### config.mk
export PLATFORM = sky130hd
export DESIGN_NAME = lif_core
export DESIGN_NICKNAME = d
export VERILOG_FILES = /design/src/rtl/lif_core_pkg.sv /design/src/rtl/lif_neuron.sv /design/src/rtl/lif_core.sv
export SDC_FILE = /design/constraint.sdc
export NUM_CORES = 2
export LEC_CHECK = 0
export ABC_CLOCK_PERIOD_IN_PS = 24400
export CORE_MARGIN = 3
export CORE_UTILIZATION = 24
export CTS_BUF_LIST = sky130_fd_sc_hd__clkbuf_8
export CTS_CLUSTER_SIZE = 24
export DETAILED_ROUTE_END_ITERATION = 8
export PLACE_DENSITY = 0.39
export RECOVER_POWER = 50
export SYNTH_ARGS = -nofsm -noshare
export SYNTH_HDL_FRONTEND = slang
export SYNTH_SLANG_ARGS = --single-unit
### constraint.sdc
create_clock -name clk -period 24.4 [get_ports clk]
set_input_delay 6.1 -clock clk [delete_from_list [all_inputs] [get_ports clk]]
set_output_delay 6.1 -clock clk [all_outputs]
set_load 0.005 [all_outputs]
### src/rtl/lif_core_pkg.sv
// Shared constants for the output-layer LIF engine: default geometry, Q12 neuron
// constants and FSM state encodings.
package lif_core_pkg;

  localparam int M_DEF       = 784;
  localparam int N_DEF       = 8;
  localparam int W_DEF       = 24;
  localparam int T_STEPS_DEF = 32;
  localparam int D_DEF       = 614;
  localparam int TH_DEF      = 15018;
  localparam int REF_DEF     = 30;
  localparam int PRES_DEF    = 0;
  localparam int PMIN_DEF    = -2048000;

  typedef logic [1:0] lif_state_t;

  localparam logic [1:0] S_IDLE = 2'd0;
  localparam logic [1:0] S_ACC  = 2'd1;
  localparam logic [1:0] S_FIRE = 2'd2;

endpackage

### src/rtl/lif_neuron.sv
// One leaky integrate-and-fire neuron: membrane potential, refractory counter,
// saturating accumulate during ACC and clamp/leak/threshold during FIRE.
module lif_neuron
  import lif_core_pkg::*;
#(
  parameter int W    = W_DEF,
  parameter int D    = D_DEF,
  parameter int TH   = TH_DEF,
  parameter int REF  = REF_DEF,
  parameter int PRES = PRES_DEF,
  parameter int PMIN = PMIN_DEF
) (
  input  logic         clk,
  input  logic         rst,
  input  logic         clr,
  input  logic         acc_en,
  input  logic         fire,
  input  logic [W-1:0] wgt,
  output logic         spike
);

  localparam int RW = (REF > 0) ? $clog2(REF + 1) : 1;

  localparam logic signed [W-1:0] SMAX   = {1'b0, {(W-1){1'b1}}};
  localparam logic signed [W-1:0] SMIN   = {1'b1, {(W-1){1'b0}}};
  localparam logic signed [W-1:0] D_Q    = W'(D);
  localparam logic signed [W-1:0] TH_Q   = W'(TH);
  localparam logic signed [W-1:0] PRES_Q = W'(PRES);
  localparam logic signed [W-1:0] PMIN_Q = W'(PMIN);
  localparam logic [RW-1:0]       REF_Q  = RW'(REF);

  logic signed [W-1:0] pot;
  logic signed [W-1:0] p_sat;
  logic signed [W-1:0] p_clamp;
  logic signed [W-1:0] p_step;
  logic signed [W-1:0] p_leak;
  logic [RW-1:0]       ref_cnt;
  logic [W:0]          sum;

  // One extra bit exposes signed overflow: the top two bits disagree.
  assign sum = {pot[W-1], pot} + {wgt[W-1], wgt};

  always_comb begin
    p_sat = sum[W-1:0];
    if (sum[W] != sum[W-1]) begin
      p_sat = sum[W] ? SMIN : SMAX;
    end

    p_clamp = (pot < PMIN_Q) ? PMIN_Q : pot;
    p_step  = p_clamp;
    p_leak  = p_clamp;
    if (p_clamp > PRES_Q) begin
      p_step = p_clamp - D_Q;
      p_leak = (p_step > PRES_Q) ? p_step : PRES_Q;
    end else if (p_clamp < PRES_Q) begin
      p_step = p_clamp + D_Q;
      p_leak = (p_step < PRES_Q) ? p_step : PRES_Q;
    end

    spike = (ref_cnt == '0) && (p_leak >= TH_Q);
  end

  always_ff @(posedge clk or posedge rst) begin
    if (rst) begin
      pot     <= PRES_Q;
      ref_cnt <= '0;
    end else if (clr) begin
      pot     <= PRES_Q;
      ref_cnt <= '0;
    end else if (fire) begin
      if (ref_cnt != '0) begin
        pot     <= PRES_Q;
        ref_cnt <= ref_cnt - 1'b1;
      end else if (spike) begin
        pot     <= PRES_Q;
        ref_cnt <= REF_Q;
      end else begin
        pot <= p_leak;
      end
    end else if (acc_en && (ref_cnt == '0)) begin
      pot <= p_sat;
    end
  end

endmodule

### src/rtl/lif_core.sv
// Output-layer LIF engine: streams M pixel spikes/weights per time unit into N
// neurons and emits one spike vector with a TU_incre strobe per time unit.
//
// state  | meaning
// IDLE   | waiting for start_img; also the one cycle after the last strobe
// ACC    | addr_cnt 0..M, integrating spike_in/wgt_in of the previous address
// FIRE   | clamp/leak/threshold in every neuron, register ops, strobe
module lif_core
  import lif_core_pkg::*;
#(
  parameter int M       = M_DEF,
  parameter int N       = N_DEF,
  parameter int W       = W_DEF,
  parameter int T_STEPS = T_STEPS_DEF,
  parameter int D       = D_DEF,
  parameter int TH      = TH_DEF,
  parameter int REF     = REF_DEF,
  parameter int PRES    = PRES_DEF,
  parameter int PMIN    = PMIN_DEF,
  localparam int AW     = (M > 1) ? $clog2(M) : 1
) (
  input  logic           clk,
  input  logic           rst,
  input  logic           start_img,
  output logic [AW-1:0]  pix_addr,
  input  logic           spike_in,
  input  logic [N*W-1:0] wgt_in,
  output logic           coring,
  output logic [N-1:0]   ops,
  output logic           TU_incre,
  output logic           done_core_img
);

  localparam int CW = $clog2(M + 1);
  localparam int TW = (T_STEPS > 1) ? $clog2(T_STEPS) : 1;

  localparam logic [CW-1:0] C_LAST  = CW'(M);
  localparam logic [TW-1:0] TU_LAST = TW'(T_STEPS - 1);

  lif_state_t     state;
  logic [CW-1:0]  addr_cnt;
  logic [TW-1:0]  tu_cnt;
  logic [N-1:0]   spk;
  logic           accept;
  logic           acc_en;
  logic           fire;

  // coring is still high during the final-strobe IDLE cycle, so a held
  // start_img is only taken once coring has actually dropped.
  assign accept   = (state == S_IDLE) && start_img && !coring;
  assign acc_en   = (state == S_ACC) && (addr_cnt != '0) && spike_in;
  assign fire     = (state == S_FIRE);
  assign pix_addr = ((state == S_ACC) && (addr_cnt != C_LAST)) ? addr_cnt[AW-1:0] : '0;

  always_ff @(posedge clk or posedge rst) begin
    if (rst) begin
      state         <= S_IDLE;
      addr_cnt      <= '0;
      tu_cnt        <= '0;
      coring        <= 1'b0;
      ops           <= '0;
      TU_incre      <= 1'b0;
      done_core_img <= 1'b0;
    end else begin
      TU_incre      <= 1'b0;
      done_core_img <= 1'b0;
      case (state)
        S_IDLE: begin
          if (coring) begin
            coring <= 1'b0;
          end else if (start_img) begin
            state    <= S_ACC;
            addr_cnt <= '0;
            tu_cnt   <= '0;
            coring   <= 1'b1;
          end
        end
        S_ACC: begin
          if (addr_cnt == C_LAST) begin
            addr_cnt <= '0;
            state    <= S_FIRE;
          end else begin
            addr_cnt <= addr_cnt + 1'b1;
          end
        end
        S_FIRE: begin
          ops      <= spk;
          TU_incre <= 1'b1;
          if (tu_cnt == TU_LAST) begin
            done_core_img <= 1'b1;
            state         <= S_IDLE;
          end else begin
            tu_cnt <= tu_cnt + 1'b1;
            state  <= S_ACC;
          end
        end
        default: state <= S_IDLE;
      endcase
    end
  end

  for (genvar j = 0; j < N; j++) begin : g_neuron
    lif_neuron #(
      .W(W), .D(D), .TH(TH), .REF(REF), .PRES(PRES), .PMIN(PMIN)
    ) u_neuron (
      .clk   (clk),
      .rst   (rst),
      .clr   (accept),
      .acc_en(acc_en),
      .fire  (fire),
      .wgt   (wgt_in[j*W +: W]),
      .spike (spk[j])
    );
  end

endmodule

==> impl_metrics.csv <==
group,metric,value,unit
run_status,status,"finished with violations",
run_status,violations,"max-capacitance violations, max-slew violations",
global_route,overflow,0,
timing,fmax,0.0733,GHz
routing,dr_total_vias,41500,
clocking,path_clk_slew,0.05,ns
clocking,cts_made_buffers,66,
timing,finalCritPeriodShare,55.9,%
final_layout,area_growth,13.6,%
floorplan,die_y,404,um
yosys,synthSimpleGateAreaFrac,26.3,%
routing,first_pass_iters,6,
yosys,synth_top_family_by_area,"compound AO/OA/AOI/OAI gates",
worst_hold_path,min_path_type,"reg -> reg",
clocking,cts_tree,"done",
yosys,synth-edff-count,0,
clocking,postCtsResizedCells,0,
timing,finalHoldViolCount,0,
setup_path,r2r_setup_slack,12.53,ns
final_layout,nets,5651,
timing,finalSetupTns,0,ns
yosys,ys_top_cells_by_area,"dfrtp_1 17%, ha_1 7.8%, a21oi_1 5.3%, xnor2_1 5.1%, nand2_1 4.9%",
setup_path,criticalPathCategory,"in -> async",
yosys,syn_avg_cell_area,7.30,um^2
worst_hold_path,hold_depth,2,
clocking,cts-root-to-sink-buffers,3,
yosys,ys_ff_latch,260,
routing,drc,0,
pwr,p_per_area,29.2,nW/um^2
global_route,grt_max_degree,78,
yosys,synth-async-reset-ratio,100,%
yosys,synth-compound-area-share,33.2,%
setup_path,arrival,14.42,ns
pwr,ir_worst_vdd,25.3,uV
yosys,syn_inst,5196,
floorplan,io_pins,217,
yosys,yosysTopAreaCellShare,17.2,%
global_route,grt_use_total,19.3,%
routing,wl,163,mm
setup_path,path_common_cell,"clkbuf_1",
floorplan,dieArea,163000,um^2
timing,worstMarginPinSlew,5.12,ns
setup_path,end_kind,"asynchronous set/reset pin",
final_layout,fin_util,27.5,%
yosys,netlist_area,37900,um^2
global_route,antenna_found_initial,9,
worst_hold_path,min_to,"ops[0]$_DFFE_PP0P_",
yosys,synthAdderAreaFrac,8.21,%
final_layout,fill_cells,17200,
yosys,yosysSeqAreaShare,17.2,%
yosys,yosysTopAreaCell,"dfrtp_1",
routing,drt-initial-drc-count,3134,
worst_hold_path,min_from,"ops[0]$_DFFE_PP0P_",
setup_path,r2r_end,"g_neuron[1].u_neuron.pot[1]$_DFFE_PP0P_",
timing,drv_slew,600,
routing,viasPerCell,5.67,
yosys,ys.flop_type,"dfrtp_1",
timing,setup_viol,0,
pwr,total_leakage_power,17.4,nW
floorplan,core,157000,um^2
clocking,clk_latency,0.76,ns
placed_design,portBuffers,216,
setup_path,required,25.19,ns
setup_path,reg2reg_depth,20,
clocking,clock_sinks,260,
final_layout,seqCellArea,6510,um^2
clocking,htreeDepth,3,
routing,ant_nets,0,
setup_path,critPathMaxStageDelay,2.53,ns
timing,rsz0062_at_grt,"false",
clocking,cts_hold_buf,0,
placed_design,post-dp-hpwl,121,mm
timing,finClkSkew,0.0565,ns
floorplan,rows,145,
timing,period_needed,13.63,ns
global_route,grt_pass1_wl,251,mm
floorplan,start_util,24.2,%
clocking,cts-root-buf,"clkbuf_8",
floorplan,die_w,404,um
timing,slew_headroom,-241,%
placed_design,routabilityCongestion,0.876,
clocking,postCtsSetupRepairBufs,0,
yosys,ys_types,111,
setup_path,rr_startpoint,"g_neuron[1].u_neuron.pot[20]$_DFFE_PP0P_",
setup_path,worstPathCellList,"dlygate4sd3_1, clkinvlp_2, clkbuf_1, clkbuf_1, buf_4",
final_layout,multi_input_area,29500,um^2
setup_path,slowest_stage,"clkbuf_1",
yosys,synth-xor-area-share,8.54,%
yosys,muxShareOfSynthArea,1.47,%
pwr,power,1.26,mW
setup_path,startpoint_type,"input pin",
yosys,synth_nets,5636,
final_layout,drive_gt1_share,5.40,%
job,cap_violations,15,
yosys,ys_warn_count,0,
setup_path,cp_max_fo,67,
global_route,grt_pass1_vias,40300,
routing,wl_per_cell,22.3,um
-- where the power goes --
group          switching, mW  internal [mW]  total [mW]
Sequential            0.0132          0.436       0.450
Combinational          0.149          0.112       0.261
Clock                  0.257          0.290       0.547
-- cells in the mapped netlist (76+ instances only) --
cell / n
nand2_1: 493
nand2b_1: 78
ha_1: 236
nor2_1: 443
a211oi_1: 79
xor2_1: 149
nand4_1: 82
dfrtp_1: 260
o21ai_0: 343
a21o_1: 109
a21oi_1: 403
nor3_1: 170
nand3_1: 148
inv_1: 145
clkbuf_1: 270
nor2b_1: 76
xnor2_1: 221
-- cells by family (layout without fill, tap and decap cells) --
logic type | count (synthesis) | in the layout
muxes | 54 | 54
AOI/OAI and AO/OA | 1823 | 1823
and+or+nand+nor | 1954 | 1954
buffers and inverters | 491 | 550
xor gates and xnor gates | 370 | 370
DFF | 260 | 260
other | 0 | 6
adders and majority gates | 244 | 244
-- per-stage QoR --
stage          setup WS [ns]  area [um^2]  instances  hold WS, ns
2_1_floorplan          11.14        37900       5196        0.461
3_3_place_gp           12.89        42000       7201        0.461
3_5_place_dp           12.82        42000       7201        0.466
4_1_cts                13.63        43200       7313        0.492
5_1_grt                 9.26        43100       7318        0.504
6_report               10.77        43100       7319        0.471
-- sequential cells by signal, indices dropped and copies added (netlist names) --
signal                     flops
coring                         1
ops                            8
tu_cnt                         5
done_core_img                  1
g_neuron.u_neuron.pot        192
TU_incre                       1
g_neuron.u_neuron.ref_cnt     40
addr_cnt                      10
state                          2
-- metal layers --
metal  track usage [%]  up-vias  wire (um)
met5                 0        -          0
met4              5.33        0       4460
met3              2.38      230       7730
met2              31.1     1184      74000
met1              27.1    20300      77100
li1                  -    19800          -
-- critical path, delay by kind of cell --
family	cells	cell delay (ns)
buffers and inverters	5	8.23
-- placed cells by master, fill, tap and decap left out, types with 63 or more instances in the layout --
| master | instances |
|---|---|
| a211oi_1 | 80 |
| a21o_1 | 109 |
| a21oi_1 | 399 |
| a22o_1 | 63 |
| a22oi_1 | 67 |
| buf_4 | 64 |
| clkbuf_8 | 78 |
| clkdlybuf4s50_1 | 203 |
| dfrtp_1 | 260 |
| ha_1 | 236 |
| inv_1 | 165 |
| nand2_1 | 493 |
| nand2b_1 | 78 |
| nand3_1 | 148 |
| nand4_1 | 82 |
| nor2_1 | 440 |
| nor2b_1 | 76 |
| nor3_1 | 170 |
| nor4_1 | 64 |
| o211ai_1 | 71 |
| o21ai_0 | 342 |
| or3_1 | 63 |
| xnor2_1 | 221 |
| xor2_1 | 149 |
-- layout make-up --
| cell class | count | area share, % |
|---|---|---|
| antenna | 6 | 0.0348 |
| clock buffer | 78 | 2.49 |
| clock inverter | 34 | 0.409 |
| inverter | 150 | 1.31 |
| multi-input combinational | 4445 | 68.5 |
| sequential | 260 | 15.1 |
| tap | 2058 | 5.97 |
| timing repair buffer | 288 | 6.20 |
-- how the worst max path moves through the flow --
stage	to	from	slack, ns
global placement	g_neuron[0].u_neuron.pot[7]$_DFFE_PP0P_	wgt_in[0]	12.89
CTS	g_neuron[0].u_neuron.pot[22]$_DFFE_PP0P_	wgt_in[0]	13.63
global route	g_neuron[5].u_neuron.pot[10]$_DFFE_PP0P_	rst	9.26
finish	g_neuron[5].u_neuron.pot[10]$_DFFE_PP0P_	rst	10.77
detailed placement	g_neuron[0].u_neuron.pot[22]$_DFFE_PP0P_	wgt_in[0]	12.82
floorplan	TU_incre$_DFF_PP0_	rst	11.14
Power figures use the tool's default switching activity.
